<file path="config.mk">
export PLATFORM = sky130hd
export DESIGN_NAME = led_pwm_wave
export DESIGN_NICKNAME = d
export VERILOG_FILES = /design/src/rtl/led_wave_pkg.sv /design/src/rtl/led_pwm_chan.sv /design/src/rtl/led_pwm_wave.sv
export SDC_FILE = /design/constraint.sdc
export NUM_CORES = 1
export LEC_CHECK = 0
export ABC_AREA = 1
export BUFFER_PORTS_ARGS = -buffer_cell sky130_fd_sc_hd__clkbuf_2
export CORE_UTILIZATION = 60
export DETAILED_ROUTE_END_ITERATION = 7
export GPL_TIMING_DRIVEN = 0
export HOLD_SLACK_MARGIN = 0.02
export PLACE_DENSITY = 0.87
export SYNTH_ARGS = -nofsm -noshare
export SYNTH_HDL_FRONTEND = slang
export SYNTH_SLANG_ARGS = --single-unit
</file>
<file path="constraint.sdc">
create_clock -name clk -period 2.15 [get_ports clk]
set_input_delay 0.215 -clock clk [delete_from_list [all_inputs] [get_ports clk]]
set_output_delay 0.215 -clock clk [all_outputs]
set_load 0.02 [all_outputs]
</file>
<file path="src/rtl/led_wave_pkg.sv">
// rtl/led_wave_pkg.sv - shared mode encodings and helper functions for the LED animator
package led_wave_pkg;

    localparam logic [1:0] MODE_WAVE    = 2'd0;
    localparam logic [1:0] MODE_BREATHE = 2'd1;
    localparam logic [1:0] MODE_CHASE   = 2'd2;
    localparam logic [1:0] MODE_STATIC  = 2'd3;

    // Ceiling log2 for elaboration-time sizing.
    function automatic int clog2(input int v);
        int r;
        r = 0;
        for (int k = 0; k < 31; k++) begin
            if ((1 << k) < v) begin
                r = k + 1;
            end
        end
        return r;
    endfunction

    // Fold a (pwm_bits+1)-bit ramp into a triangle: rising half passes, falling half inverts.
    function automatic logic [31:0] tri_fold(input logic [31:0] t, input int pwm_bits);
        logic [31:0] mask;
        mask = (32'd1 << pwm_bits) - 32'd1;
        if (((t >> pwm_bits) & 32'd1) != 32'd0) begin
            return ~t & mask;
        end
        return t & mask;
    endfunction

    // Square-law brightness correction; full scale is pinned so max stays max.
    function automatic logic [31:0] gamma(input logic [31:0] b, input int pwm_bits);
        logic [31:0] mask;
        mask = (32'd1 << pwm_bits) - 32'd1;
        if (b == mask) begin
            return mask;
        end
        return (b * b) >> pwm_bits;
    endfunction

endpackage

</file>
<file path="src/rtl/led_pwm_chan.sv">
// rtl/led_pwm_chan.sv - one PWM channel: brightness latch, optional gamma, compare, led register
//  Ports: i_clk, i_rst (sync, active high), i_pwm_cnt (shared counter),
//         i_eop (end of PWM period), i_b (raw brightness), o_led (registered drive).
//  Macro LED_PWM_WAVE_GAMMA_EN selects square-law correction of the latched value.
module led_pwm_chan
    import led_wave_pkg::*;
#(
    parameter int PWM_BITS = 8
) (
    input  logic                i_clk,
    input  logic                i_rst,
    input  logic [PWM_BITS-1:0] i_pwm_cnt,
    input  logic                i_eop,
    input  logic [PWM_BITS-1:0] i_b,
    output logic                o_led
);

    logic [PWM_BITS-1:0] r_br;
    logic [PWM_BITS-1:0] w_lat;

`ifdef LED_PWM_WAVE_GAMMA_EN
    assign w_lat = PWM_BITS'(gamma(32'(i_b), PWM_BITS));
`else
    assign w_lat = i_b;
`endif

    // Brightness only moves on the period boundary so a duty cycle is never split.
    always_ff @(posedge i_clk) begin
        if (i_rst) begin
            r_br  <= '0;
            o_led <= 1'b0;
        end else begin
            if (i_eop) begin
                r_br <= w_lat;
            end
            o_led <= (i_pwm_cnt < r_br);
        end
    end

endmodule

</file>
<file path="src/rtl/led_pwm_wave.sv">
// rtl/led_pwm_wave.sv - multi-channel LED animator: prescaler, phase accumulator, mode mux, PWM
//  Ports: clk, rst (sync, active high), cfg_valid/cfg_ready handshake carrying
//         cfg_mode/cfg_speed/cfg_level, pause (freezes phase only), led (registered PWM).
//  Macro LED_PWM_WAVE_GAMMA_EN enables gamma correction inside each channel.
module led_pwm_wave
    import led_wave_pkg::*;
#(
    parameter int NUM_LEDS   = 8,
    parameter int PWM_BITS   = 8,
    parameter int PHASE_BITS = 16,
    parameter int STEP_DIV   = 1024
) (
    input  logic                  clk,
    input  logic                  rst,
    input  logic                  cfg_valid,
    output logic                  cfg_ready,
    input  logic [1:0]            cfg_mode,
    input  logic [PHASE_BITS-1:0] cfg_speed,
    input  logic [PWM_BITS-1:0]   cfg_level,
    input  logic                  pause,
    output logic [NUM_LEDS-1:0]   led
);

    localparam int LOG_N   = clog2(NUM_LEDS);
    localparam int PRESC_W = (STEP_DIV > 1) ? clog2(STEP_DIV) : 1;
    localparam logic [PRESC_W-1:0] PRESC_LAST = PRESC_W'(STEP_DIV - 1);

    logic [PRESC_W-1:0]    r_presc;
    logic [PHASE_BITS-1:0] r_phase;
    logic [PWM_BITS-1:0]   r_pwm_cnt;
    logic [1:0]            r_mode;
    logic [PHASE_BITS-1:0] r_speed;
    logic [PWM_BITS-1:0]   r_level;

    logic w_step;
    logic w_eop;
    logic w_xfer;
    logic [NUM_LEDS-1:0] w_led;

    assign w_step    = (r_presc == PRESC_LAST);
    assign w_eop     = &r_pwm_cnt;
    // Gated by rst so no transfer is offered while the counter is being cleared.
    assign cfg_ready = w_eop & ~rst;
    assign w_xfer    = cfg_valid & cfg_ready;
    assign led       = w_led;

    always_ff @(posedge clk) begin
        if (rst) begin
            r_presc   <= '0;
            r_phase   <= '0;
            r_pwm_cnt <= '0;
            r_mode    <= MODE_WAVE;
            r_speed   <= PHASE_BITS'(1);
            r_level   <= '0;
        end else begin
            r_pwm_cnt <= r_pwm_cnt + 1'b1;
            r_presc   <= w_step ? '0 : r_presc + 1'b1;
            // Uses the speed held before any same-cycle config transfer.
            if (w_step && !pause) begin
                r_phase <= r_phase + r_speed;
            end
            if (w_xfer) begin
                r_mode  <= cfg_mode;
                r_speed <= cfg_speed;
                r_level <= cfg_level;
            end
        end
    end

    for (genvar gi = 0; gi < NUM_LEDS; gi++) begin : g_ch
        // Channel spacing of one NUM_LEDS-th of the phase circle.
        localparam logic [PHASE_BITS-1:0] OFS = PHASE_BITS'(gi) << (PHASE_BITS - LOG_N);

        logic [PHASE_BITS-1:0] w_p;
        logic [PWM_BITS-1:0]   w_tri;
        logic [PWM_BITS-1:0]   w_b;

        always_comb begin
            w_p   = r_phase + ((r_mode == MODE_WAVE) ? OFS : '0);
            w_tri = PWM_BITS'(tri_fold(32'(w_p >> (PHASE_BITS - PWM_BITS - 1)), PWM_BITS));
            w_b   = '0;
            case (r_mode)
                MODE_WAVE, MODE_BREATHE: w_b = w_tri;
                MODE_CHASE:  w_b = (r_phase[PHASE_BITS-1 -: LOG_N] == LOG_N'(gi)) ? '1 : '0;
                default:     w_b = r_level;
            endcase
        end

        led_pwm_chan #(
            .PWM_BITS(PWM_BITS)
        ) u_chan (
            .i_clk     (clk),
            .i_rst     (rst),
            .i_pwm_cnt (r_pwm_cnt),
            .i_eop     (w_eop),
            .i_b       (w_b),
            .o_led     (w_led[gi])
        );
    end

endmodule

</file>
==> impl_metrics.csv <==
group,metric,value,unit
clock_network,clk_pin_slew,0.06,ns
min_path,min-delay-start,"cfg_speed[2]",
job,max-cap-violations,0,
die,die_h,121.0,um
detailed_routing,routed.top_layer,"met4",
critical_path,crit_path_end_kind,"flop",
detailed_routing,drt_pass1_iterations,7,
critical_path,critPathRequiredTime,2.50,ns
critical_path,r2r_slack,0.03,ns
detailed_routing,met2WireLength,12.05,mm
power,seq_power_share,43.5,%
sta,fin_crit_sh,98.52,%
place,placed_cell_area,8909,um^2
critical_path,cp_slowest_cell,"clkinv_1",
grt,grt_start_max_net_pins,17,
power,comb_power_share,5.3,%
logic_synthesis,synth_common_cells,"280 x nand2_1, 185 x inv_1, 141 x nand3_1",
power,power_density,582.6,nW/um^2
detailed_routing,route.met3.wl,2.422,mm
clock_network,htree_levels,4,
critical_path,critPathArrivalTime,2.47,ns
final_layout,layout-drive-gt1-share,11.15,%
power,leakage,4.808,nW
die,ioPinCount,39,
final_layout,fin_area,9784,um^2
critical_path,crit_chain,"clkbuf_1 -> clkinv_1 -> a21oi_1 -> o21ai_0 -> a31oi_1",
logic_synthesis,ys_warn_count,0,
die,die_w,121.0,um
final_layout,fin_nets,1447,
critical_path,cp-start-kind,"flop",
detailed_routing,ant_nets,0,
final_layout,n_antenna_cell,0,
final_layout,area_growth,15.07,%
clock_network,cts_made_buffers,17,
power,clockPowerShare,51.2,%
clock_network,cts_root_buffer,"clkbuf_16",
critical_path,reg2reg_depth,5,
grt,grt_usage,37.43,%
logic_synthesis,synth_edf_count,0,
logic_synthesis,async_flop_share,0,%
grt,first_global_vias,8259,
sta,setup_viol,0,
detailed_routing,postRouteWirelength,26.33,mm
sta,final_hold_viol_count,0,
clock_network,clock_sinks,132,
detailed_routing,num_vias,8825,
critical_path,r2r-end,"g_ch[4].u_chan.r_br[2]",
logic_synthesis,synth_area_per_cell,6.727,um^2
critical_path,cp_top_family,"buffers and inverters",
sta,fin_skew,0.005885,ns
sta,slew_headroom,47.76,%
logic_synthesis,synth_seq_cells,132,
die,rows,43,
grt,antenna_found_initial,0,
critical_path,cp_slowest_stage_delay,0.58,ns
critical_path,path_class,"reg2reg",
power,peakVddDrop,0.4953,mV
final_layout,num-fill-cells,1170,
detailed_routing,first_iter_violations,1062,
logic_synthesis,synth_flop_cell,"dfxtp_1",
logic_synthesis,synth_nets,1370,
logic_synthesis,seq_area_frac_synth,31.08,%
detailed_routing,drc,0,
power,internal-power,4.434,mW
min_path,hold_class,"in2reg",
place,dp_hpwl,18.44,mm
sta,worst_slew_pin_slew,0.7836,ns
clock_network,clock_latency,0.43,ns
sta,holdWs,0.02677,ns
die,core-area,13830,um^2
grt,grt_pass1_wl,41.65,mm
logic_synthesis,syn-cell-area,8503,um^2
logic_synthesis,netlist_top_cells_area,"dfxtp_1 31%, nand2_1 12%, ha_1 11%, nand3_1 8.3%, inv_1 8.2%",
sta,period_needed,2.118,ns
die,die-area,14650,um^2
outcome,status,"completed",
logic_synthesis,yosys.area.top_type,"dfxtp_1",
critical_path,cp_max_fo,9,
sta,setup_tns,0,ns
sta,fmax,472.1,MHz
detailed_routing,wl_met1,10.68,mm
critical_path,critical_path_buf_inv_count,2,
detailed_routing,via_per_inst,5.753,
min_path,min_path_cells,3,
clock_network,cts_tree,"yes",
sta,final-max-slew-violation-count,0,
sta,rsz0062_at_grt,"yes",
logic_synthesis,yosysMostFrequentCell,"nand2_1",
place,portBuffers,36,
logic_synthesis,yosys.area.top_type_share,31.08,%
clock_network,clockBufferDepth,2,
grt,grt_remaining_overflow,0,
place,gp_congestion,1.002,
logic_synthesis,yosysUniqueCellTypes,39,
logic_synthesis,postSynthCellCount,1264,
detailed_routing,wl_per_cell,17.16,um
min_path,min_to,"r_speed[2]",
die,initial_core_util,61.50,%
power,sw_frac_of_total,22.21,%
critical_path,timing.rr.start,"r_phase[9]",
power,switchingPower,1.266,mW
==> placed cells by master (no fill, tap or decap), drive strengths merged, types with 3 or more instances in the layout <==
cell | netlist | final
clkinv | 4 | 10
a21oi | 107 | 107
dlygate4sd3 | 0 | 17
xnor2 | 6 | 6
nand2 | 290 | 290
buf | 38 | 42
nor2 | 86 | 86
inv | 193 | 193
ha | 75 | 75
nand4 | 14 | 14
nand3 | 143 | 143
xor2 | 6 | 6
o211ai | 9 | 9
a31oi | 26 | 26
nand3b | 10 | 10
o21ai | 82 | 82
bufinv | 0 | 3
clkbuf | 21 | 80
dfxtp | 132 | 132
nor3 | 17 | 17
==> layer usage <==
| metal | up-vias | track usage, % |
|---|---|---|
| li1 | 4281 | - |
| met5 | - | 0 |
| met1 | 4030 | 46.48 |
| met2 | 422 | 59.93 |
| met3 | 92 | 8.835 |
| met4 | 0 | 19.83 |
==> power by group through the flow <==
| stage | Clock (mW) | Combinational [mW] | Sequential (mW) |
|---|---|---|---|
| floorplan | 0 | 0.163 | 2.54 |
| global route | 3.05 | 0.337 | 2.48 |
| finish | 2.92 | 0.304 | 2.48 |
| global placement | 0 | 0.243 | 2.55 |
| CTS | 2.93 | 0.301 | 2.48 |
| detailed placement | 0 | 0.251 | 2.55 |
==> kinds of logic after synthesis <==
family                     Yosys count  share of synthesized area (%)
and+or+nand+nor                    563                          29.97
buffers and inverters              256                          12.30
AOI/OAI and AO/OA                  225                          13.96
DFF                                132                          31.08
adders and majority gates           76                          11.27
xor gates and xnor gates            12                          1.413
==> worst min-delay path, stage by stage <==
cell	delay (ns)
clkbuf_2	0.08
nand3_1	0.07
nand2_1	0.06
==> worst max-delay path by stage <==
stage | from | to | slack, ns | depth (start not counted)
floorplan | r_phase[13] | g_ch[5].u_chan.r_br[0] | 0.30 | 12
global placement | r_pwm_cnt[1] | g_ch[6].u_chan.r_br[3] | -0.55 | 10
detailed placement | r_pwm_cnt[1] | g_ch[6].u_chan.r_br[3] | -0.60 | 10
CTS | r_pwm_cnt[1] | cfg_ready | 0.005 | 8
global route | r_pwm_cnt[0] | cfg_ready | -0.01 | 8
finish | r_phase[9] | g_ch[4].u_chan.r_br[2] | 0.03 | 5
==> stage by stage <==
step | util (%) | instances | setup slack (ns) | total power, mW
after floorplan | - | 1264 | 0.3005 | 2.700
after global placement | 64.43 | 1480 | -0.5487 | 2.791
after detailed placement | 64.43 | 1480 | -0.5979 | 2.800
after CTS | 70.21 | 1531 | 0.004698 | 5.709
after global routing | 70.76 | 1534 | -0.01389 | 5.863
final | 70.76 | 1534 | 0.03189 | 5.700
==> sequential cells by signal, indices dropped and copies added (netlist names) <==
signal             count
r_phase               16
r_speed               16
r_mode                 2
r_level                8
g_ch.u_chan.o_led      8
r_presc               10
r_pwm_cnt              8
g_ch.u_chan.r_br      64
==> final cells by class <==
cell class / count / area, um^2 / area share [%]
Clock buffer: 22 / 454.2 / 4.642
Inverter: 197 / 739.5 / 7.558
Timing Repair Buffer: 61 / 412.9 / 4.220
Buffer: 56 / 302.8 / 3.095
Clock inverter: 10 / 131.4 / 1.343
Sequential cell: 132 / 2664 / 27.23
Multi-Input combinational cell: 876 / 4855 / 49.62
Tap cell: 180 / 225.2 / 2.302
==> what timing repair did <==
action / 4_1_cts / 5_1_grt
hold buffers: 17 / 0
hold endpoints to repair: 17 / 0
buffers inserted: 4 / 4
resized for setup: 14 / 12
endpoints found under the setup margin: 91 / 32
gates cloned: 0 / 0
pin swaps: 2 / 1
Note: power is estimated with default switching activity, not from simulation.
